<file path="config.mk">
export PLATFORM = sky130hd
export DESIGN_NAME = muldiv_seq
export DESIGN_NICKNAME = d
export VERILOG_FILES = /design/src/rtl/muldiv_seq.sv
export SDC_FILE = /design/constraint.sdc
export NUM_CORES = 1
export LEC_CHECK = 0
export BUFFER_PORTS_ARGS = -buffer_cell sky130_fd_sc_hd__buf_2
export CAP_MARGIN = 30
export CORE_MARGIN = 4
export CORE_UTILIZATION = 30
export DETAILED_ROUTE_END_ITERATION = 10
export SKIP_CTS_REPAIR_TIMING = 1
export SLEW_MARGIN = 30
export SYNTH_ARGS = -nofsm -noshare
export SYNTH_HDL_FRONTEND = slang
export SYNTH_SLANG_ARGS = --single-unit
</file>
<file path="constraint.sdc">
create_clock -name clk -period 4 [get_ports clk]
set_input_delay 0.2 -clock clk [delete_from_list [all_inputs] [get_ports clk]]
set_output_delay 0.2 -clock clk [all_outputs]
set_load 0.01 [all_outputs]
</file>
<file path="src/rtl/muldiv_seq.sv">
// muldiv_seq: multi-cycle MULT/DIV sequencer that owns HI/LO.
// Runs a signed shift-add multiplier and a restoring divider on operand
// magnitudes, one bit per cycle, and applies the sign correction at the end.
// Ports:
//   clk, rst_n          clock, asynchronous active-low reset
//   op_valid            instruction in execute is valid
//   ula_opcode[3:0]     1000 MULT, 1001 DIV, 1010 MFLO, 1011 MFHI
//   a, b                rs / rt operands
//   busy                operation in progress
//   stall               hold the current muldiv-class instruction (comb)
//   done                one-cycle pulse after HI/LO are written
//   hi, lo              HI/LO registers
//   mf_data             HI for MFHI, otherwise LO (comb)
module muldiv_seq #(
  parameter int unsigned WIDTH = 32
) (
  input  logic             clk,
  input  logic             rst_n,
  input  logic             op_valid,
  input  logic [3:0]       ula_opcode,
  input  logic [WIDTH-1:0] a,
  input  logic [WIDTH-1:0] b,
  output logic             busy,
  output logic             stall,
  output logic             done,
  output logic [WIDTH-1:0] hi,
  output logic [WIDTH-1:0] lo,
  output logic [WIDTH-1:0] mf_data
);

  localparam int unsigned CW = $clog2(WIDTH);
  localparam int unsigned PW = 2 * WIDTH;

  localparam logic [3:0] OP_MULT = 4'b1000;
  localparam logic [3:0] OP_DIV  = 4'b1001;
  localparam logic [3:0] OP_MFHI = 4'b1011;

  typedef enum logic [1:0] {
    S_IDLE = 2'd0,
    S_CALC = 2'd1,
    S_FIX  = 2'd2
  } state_t;

  state_t r_state;
  state_t w_state_nxt;

  logic             w_start;
  logic             w_iter;
  logic             w_fix;
  logic             w_is_div_op;
  logic             w_b_zero;

  logic [WIDTH-1:0] r_a;        // |a|
  logic [WIDTH-1:0] r_b;        // |b|
  logic [WIDTH-1:0] r_p;        // MULT: upper accumulator half; DIV: remainder
  logic [WIDTH-1:0] r_m;        // MULT: multiplier/low product; DIV: quotient
  logic             r_sa;
  logic             r_sb;
  logic             r_is_div;
  logic             r_dz;
  logic [CW-1:0]    r_cnt;

  logic [WIDTH:0]   w_sum;
  logic [WIDTH:0]   w_rs;
  logic             w_ge;
  logic [WIDTH-1:0] w_rem_nxt;
  logic [PW-1:0]    w_prod;
  logic [PW-1:0]    w_prod_fix;
  logic [WIDTH-1:0] w_q_fix;
  logic [WIDTH-1:0] w_r_fix;
  logic [WIDTH-1:0] w_a_orig;

  assign w_is_div_op = (ula_opcode == OP_DIV);
  assign w_b_zero    = (b == '0);

  // State register
  always_ff @(posedge clk or negedge rst_n) begin
    if (!rst_n) r_state <= S_IDLE;
    else        r_state <= w_state_nxt;
  end

  // Next-state and per-state control strobes
  always_comb begin
    w_state_nxt = r_state;
    w_start     = 1'b0;
    w_iter      = 1'b0;
    w_fix       = 1'b0;
    case (r_state)
      S_IDLE: begin
        if (op_valid && (ula_opcode == OP_MULT || w_is_div_op)) begin
          w_start     = 1'b1;
          // Divide by zero skips the iterations entirely.
          w_state_nxt = (w_is_div_op && w_b_zero) ? S_FIX : S_CALC;
        end
      end
      S_CALC: begin
        w_iter = 1'b1;
        if (r_cnt == CW'(WIDTH - 1)) w_state_nxt = S_FIX;
      end
      S_FIX: begin
        w_fix       = 1'b1;
        w_state_nxt = S_IDLE;
      end
      default: w_state_nxt = S_IDLE;
    endcase
  end

  // Shift-add step: add |a| when the low multiplier bit is set, carry kept.
  assign w_sum = r_m[0] ? ({1'b0, r_p} + {1'b0, r_a}) : {1'b0, r_p};

  // Restoring step: shifted remainder needs one extra bit for the compare.
  assign w_rs      = {r_p, r_m[WIDTH-1]};
  assign w_ge      = (w_rs >= {1'b0, r_b});
  assign w_rem_nxt = WIDTH'(w_rs - {1'b0, r_b});

  // Sign correction applied in FIX
  assign w_prod     = {r_p, r_m};
  assign w_prod_fix = (r_sa ^ r_sb) ? -w_prod : w_prod;
  assign w_q_fix    = (r_sa ^ r_sb) ? -r_m : r_m;
  assign w_r_fix    = r_sa ? -r_p : r_p;
  assign w_a_orig   = r_sa ? -r_a : r_a;

  // Datapath and HI/LO
  always_ff @(posedge clk or negedge rst_n) begin
    if (!rst_n) begin
      r_a      <= '0;
      r_b      <= '0;
      r_p      <= '0;
      r_m      <= '0;
      r_sa     <= 1'b0;
      r_sb     <= 1'b0;
      r_is_div <= 1'b0;
      r_dz     <= 1'b0;
      r_cnt    <= '0;
      hi       <= '0;
      lo       <= '0;
      done     <= 1'b0;
    end else begin
      done <= w_fix;
      if (w_start) begin
        r_a      <= a[WIDTH-1] ? -a : a;
        r_b      <= b[WIDTH-1] ? -b : b;
        r_sa     <= a[WIDTH-1];
        r_sb     <= b[WIDTH-1];
        r_is_div <= w_is_div_op;
        r_dz     <= w_is_div_op && w_b_zero;
        r_cnt    <= '0;
        r_p      <= '0;
        // DIV shifts the dividend out of Q; MULT shifts the multiplier out of M.
        if (w_is_div_op) r_m <= a[WIDTH-1] ? -a : a;
        else             r_m <= b[WIDTH-1] ? -b : b;
      end else if (w_iter) begin
        if (r_cnt != CW'(WIDTH - 1)) r_cnt <= r_cnt + CW'(1);
        if (r_is_div) begin
          r_p <= w_ge ? w_rem_nxt : w_rs[WIDTH-1:0];
          r_m <= {r_m[WIDTH-2:0], w_ge};
        end else begin
          r_p <= w_sum[WIDTH:1];
          r_m <= {w_sum[0], r_m[WIDTH-1:1]};
        end
      end else if (w_fix) begin
        if (!r_is_div) begin
          hi <= w_prod_fix[PW-1:WIDTH];
          lo <= w_prod_fix[WIDTH-1:0];
        end else if (r_dz) begin
          hi <= w_a_orig;
          lo <= '1;
        end else begin
          hi <= w_r_fix;
          lo <= w_q_fix;
        end
      end
    end
  end

  assign busy    = (r_state != S_IDLE);
  assign stall   = busy && op_valid && (ula_opcode[3:2] == 2'b10);
  assign mf_data = (ula_opcode == OP_MFHI) ? hi : lo;

endmodule

</file>
# Word level (Yosys, flattened, before mapping)
# Index checks and enable logic that the tools add are counted.
# word_totals
register_bits,204
output_inout_bits,99
# op_classes
n_addsub,9
order_cmp,1
eq_ne,10
mux,31
bitwise_logic,3
reduce_logical,13
# op_table
operator,count
32-bit 2-to-1 mux,18
32-bit negation,5
64-bit 2-to-1 mux,1
64-bit negation,1
32-bit by 32-bit adder with 33-bit output,1
33-bit by 32-bit greater-or-equal comparator with 1-bit output,1
33-bit 2-to-1 mux,1
32-bit zero test,1
32-bit subtractor,1
5-bit 2-to-1 mux,3
4-bit == test (second input constant),3
2-bit 2-to-1 mux,3
2-bit nonzero test,3
5-bit by 1-bit adder with 5-bit output (second input constant),1
5-bit == test (second input constant),1
5-bit inequality test (second input constant),1
2-bit == test (second input constant),2
1-bit logical AND,4
1-bit 2-to-1 mux,4
2-bit inequality test (second input constant),2
2-bit case mux with 2 select lines,1
2-bit AND reduction,2
3-bit AND reduction,1
2-bit by 1-bit == test with 1-bit output (second input constant),1
4 further kinds,5

# Logic depth before layout (Yosys ltp)
# logic_depth
ltp_word,7
ltp_mapped,15
mapped_depth_nobuf,14

# Worst setup path after synthesis
# Ideal clock, no wire load.
# synth_timing
kind,reg2reg
start,register r_p[0]
end,register r_p[27]
t_arrival_ns,3.232
setup_slack_ns,0.674
path_stages_with_launch,14
path_buffers,0
cell_sequence,dfrtp_1 ha_1 inv_1 fa_1 nor2b_1 o211ai_1 a2111oi_0 o21ai_0 a21oi_1 o22ai_1 o21ai_0 xor2_1 mux2i_1 a211oi_1
# synth_via
elab_chain_len,5
word_cells_on_any_way,8
# synth_rtl
element,line,text
from (decl),55,logic [WIDTH-1:0] r_p;
from (signal assigned),155,r_p <= w_ge ? w_rem_nxt : w_rs[WIDTH-1:0];
from (signal assigned),158,r_p <= w_sum[WIDTH:1];
32-bit by 32-bit adder with 33-bit output (tied with other cells),109,"assign w_sum = r_m[0] ? ({1'b0, r_p} + {1'b0, r_a}) : {1'b0, r_p};"
33-bit 2-to-1 mux / 32-bit 2-to-1 mux (equally long branches),"109, 155",
32-bit 2-to-1 mux *,154,if (r_is_div) begin
32-bit 2-to-1 mux *,152,end else if (w_iter) begin
32-bit 2-to-1 mux *,140,if (w_start) begin
# Mark *: on every way between the ends. The rest lies on a longest branch, timed or not. The select of a mux whose other input is x is not followed.
# A chain may end at the register's enable or synchronous reset.

# Worst setup path in the final report
# layout_timing
start,register r_m[5]
end,register hi[18]
# layout_via
elab_chain_len,3
# layout_rtl
element,line,text
from (decl),56,logic [WIDTH-1:0] r_m;
from (signal assigned),150,if (w_is_div_op) r_m <= a[WIDTH-1] ? -a : a;
from (signal assigned),151,else r_m <= b[WIDTH-1] ? -b : b;
from (signal assigned),156,"r_m <= {r_m[WIDTH-2:0], w_ge};"
64-bit negation,118,assign w_prod_fix = (r_sa ^ r_sb) ? -w_prod : w_prod;
64-bit 2-to-1 mux,118,
32-bit 2-to-1 mux,162,if (!r_is_div) begin
to (signal assigned),163,hi <= w_prod_fix[PW-1:WIDTH];
to (signal assigned),166,hi <= w_a_orig;
to (signal assigned),169,hi <= w_r_fix;
to (decl),26,"output logic [WIDTH-1:0] hi,"
# No other way between the ends.

==> results.sh <==
export IMPL_start_util_pct=30.5
export IMPL_path_buf_inv=0
export IMPL_cpLargestDelayFamily="compound AO/OA/AOI/OAI gates"
export IMPL_wl_per_cell_um=21.6
export IMPL_nNetsFinal=2457
export IMPL_yosys_warnings=0
export IMPL_io_pins=170
export IMPL_synthXorXnorAreaFrac_pct=12.0
export IMPL_place_ws_ps=356
export IMPL_rsz0062_at_grt="false"
export IMPL_fp_dieH_um=248
export IMPL_fmax_mhz=272
export IMPL_grt_pass1_vias=16200
export IMPL_arrival_ps=4100
export IMPL_synthAdderAreaFrac_pct=5.36
export IMPL_slowest_stage="or4_1"
export IMPL_synth_compound_area_share_pct=23.5
export IMPL_synth_top_family_by_area="compound AO/OA/AOI/OAI gates"
export IMPL_synth_avg_cell_area_um2=7.85
export IMPL_synth_edf_count=0
export IMPL_worst_slew_pin_slew_ps=1060
export IMPL_synthSimpleGateAreaFrac_pct=18.3
export IMPL_grt_max_degree=120
export IMPL_muxShareOfSynthArea_pct=6.52
export IMPL_power_switching_uw=10700
export IMPL_port_buffers=169
export IMPL_ys_async_sr_fraction_pct=100
export IMPL_ys_seq_area_share_pct=29.5
export IMPL_cap_violations=0
export IMPL_grt_pass1_wl_mm=101
export IMPL_hold_slack_ps=-1.92
export IMPL_ys_seq_elements=204
export IMPL_via_count=17200
export IMPL_violations="negative hold slack"
export IMPL_routed_wl_mm=66.6
export IMPL_leakagePower_uw=0.00869
export IMPL_ir_drop_mv=0.373
export IMPL_p_int_uw=9740
export IMPL_first_iter_violations=1875
export IMPL_status="finished with violations"
export IMPL_syn_to_final_growth_pct=15.1
export IMPL_grt_antenna_before_repair=4
export IMPL_layout_worst_path_cycle_share_pct=92.1
export IMPL_grt_ovfl_total=0
export IMPL_startpoint_type="flop"
export IMPL_cts_max_level=1
export IMPL_worstSetupPathType="flop to flop"
export IMPL_path_cells="or4_1 > or4_1 > o41a_1 > a21oi_1 > a21boi_1 > nand2_1 > xnor2_1 > nor2_1 > a21oi_1 > o21ai_0"
export IMPL_clk_latency_ps=560
export IMPL_skew_ps=31.1
export IMPL_synth_top_area_cell="dfrtp_1"
export IMPL_ys_types=77
export IMPL_synth_area_um2=17300
export IMPL_gp_congestion=0.974
export IMPL_die_w_um=248
export IMPL_drt_pass1_iter_count=5
export IMPL_core_area_um2=56800
export IMPL_slew_viol_final=0
export IMPL_cts_inserted_buffers=25
export IMPL_path_clk_slew_ps=60
export IMPL_grt_usage_pct=21.1
export IMPL_endpoint_kind="flop"
export IMPL_drc=0
export IMPL_hold_viol_final=1
export IMPL_synth_top_area_share_pct=29.5
export IMPL_maxSlewHeadroom_pct=28.9
export IMPL_worst_slack_ps=318
export IMPL_syn_inst=2206
export IMPL_vias_per_cell=5.56
export IMPL_final_cell_mix="285 x nand2_1, 225 x o21ai_0, 205 x a21oi_1"
export IMPL_synth_ff_type="dfrtp_1"
export IMPL_root_buffer="clkbuf_16"
export IMPL_p_comb_share_pct=67.0
export IMPL_cts_tree="built"
export IMPL_hpwlAfterDp_mm=51.8
export IMPL_cellPowerDensity_nw_per_um2=1030
export IMPL_die_area_um2=61600
export IMPL_ant_nets=0
export IMPL_cts_buffer_depth=3
export IMPL_drive_above_1_share_pct=14.8
export IMPL_swShare_pct=52.3
export IMPL_setup_tns_final_ps=0
export IMPL_fillers=6006
export IMPL_synth_nets=2350
export IMPL_pwr_share_clk_pct=11.1
export IMPL_path_max_fanout=8
export IMPL_crit_path_max_incr_delay_ps=590
export IMPL_finalCriticalPeriod_ps=3680
export IMPL_setup_viol=0
export IMPL_clock_sinks=204
export IMPL_final_common_cell="nand2_1"
export IMPL_cp_required_ps=4420
export IMPL_seqPwrFrac_pct=21.9
export IMPL_synth_area_leaders="dfrtp_1 29%, o21ai_0 6.5%, xnor2_1 6.5%"
export IMPL_hold_path_class="input pin to flop"
export IMPL_rows=87
-- logic make-up (layout without fill, tap and decap cells) --
group,after synthesis,after routing
and+or+nand+nor,686,686
DFF,204,204
muxes,107,107
other,0,1
AOI/OAI and AO/OA,678,678
buffers and inverters,221,347
xor gates and xnor gates,237,237
adders and majority gates,73,73
-- per-stage QoR --
step           cells  utilization [%]  total power (uW)  cell area, um^2  hold slack (ps)
3_5_place_dp    3041             33.6             17800            19100              374
2_1_floorplan   2206                -             13500            17300            -95.6
4_1_cts         3087             35.0             20200            19900             -216
6_report        3089             35.1             20400            19900            -1.92
5_1_grt         3089             35.1             22000            19900             4.31
3_3_place_gp    3041             33.6             17700            19100              372
-- routing by layer --
| metal | global-route usage [%] | part of all wire, % |
|---|---|---|
| met5 | 0 | 0.020 |
| met4 | 6.24 | 3.3 |
| met3 | 3.23 | 8.0 |
| met2 | 31.8 | 43 |
| met1 | 31.0 | 46 |
-- worst reg2reg max path: cells and delay by family (launching register included) --
kind                      cells  cell delay [ps]
DFF                           1              440
and+or+nand+nor               4             1380
AOI/OAI and AO/OA             5             1570
xor gates and xnor gates      1              160
-- registers in the layout (all words and copies together) (netlist names) --
name / count
hi: 32
lo: 32
r_a: 32
r_b: 32
r_m: 32
r_p: 32
r_cnt: 5
r_state: 2
done: 1
r_dz: 1
r_is_div: 1
r_sa: 1
r_sb: 1
-- cells in the mapped netlist, types with 4 or more instances --
master	count
a21o_1	28
o41ai_1	21
a211oi_1	24
clkbuf_1	130
nor3_1	30
dfrtp_1	204
o22ai_1	6
ha_1	71
a21oi_1	206
xor2_1	108
and2_1	9
a211o_1	6
o21ai_0	226
nor2b_1	19
o211ai_1	42
o21bai_1	8
a22oi_1	4
inv_1	63
a22o_1	5
nand4_1	17
nand3_1	23
and3_1	7
nand2_1	285
o2111ai_1	4
o31ai_1	32
mux2_2	37
o221ai_1	11
or4_1	24
nand2b_1	14
xnor2_1	129
nor2_1	183
a31oi_1	16
nor4_1	16
buf_1	23
or2_2	6
o21a_1	11
or3_1	28
mux2i_1	69
-- power by group through the flow --
stage          clock network (uW)  logic (uW)  registers [uW]
4_1_cts                      2290       13500            4410
3_5_place_dp                    0       13400            4440
6_report                     2270       13700            4470
3_3_place_gp                    0       13300            4390
2_1_floorplan                   0        9730            3790
5_1_grt                      2370       15100            4540
-- final timing paths --
path,depth (start not counted),slack [ps],from,end
max,10,320,r_m[5]$_DFFE_PN0P_,hi[18]$_DFFE_PN0P_
min,3,-2,b[0],r_b[0]$_DFFE_PN0P_
max reg2reg,10,320,r_m[5]$_DFFE_PN0P_,hi[18]$_DFFE_PN0P_
min reg2reg,2,480,r_b[1]$_DFFE_PN0P_,r_b[1]$_DFFE_PN0P_
max in group asynchronous,3,2670,rst_n,r_b[7]$_DFFE_PN0P_
min in group asynchronous,2,320,rst_n,lo[2]$_DFFE_PN0P_
-- cell type report --
cell class	count	area (um^2)	share of cell area (%)
multi-input cells	1781	11400	57.4
repair buffers	236	1400	7.01
well taps	756	946	4.75
flip-flops and latches	204	5110	25.7
inverters	65	244	1.22
diodes	1	2.50	0.0126
clock inverters	12	105	0.527
clock buffers	34	689	3.46
No activity file was read; power rests on OpenSTA's default activity.
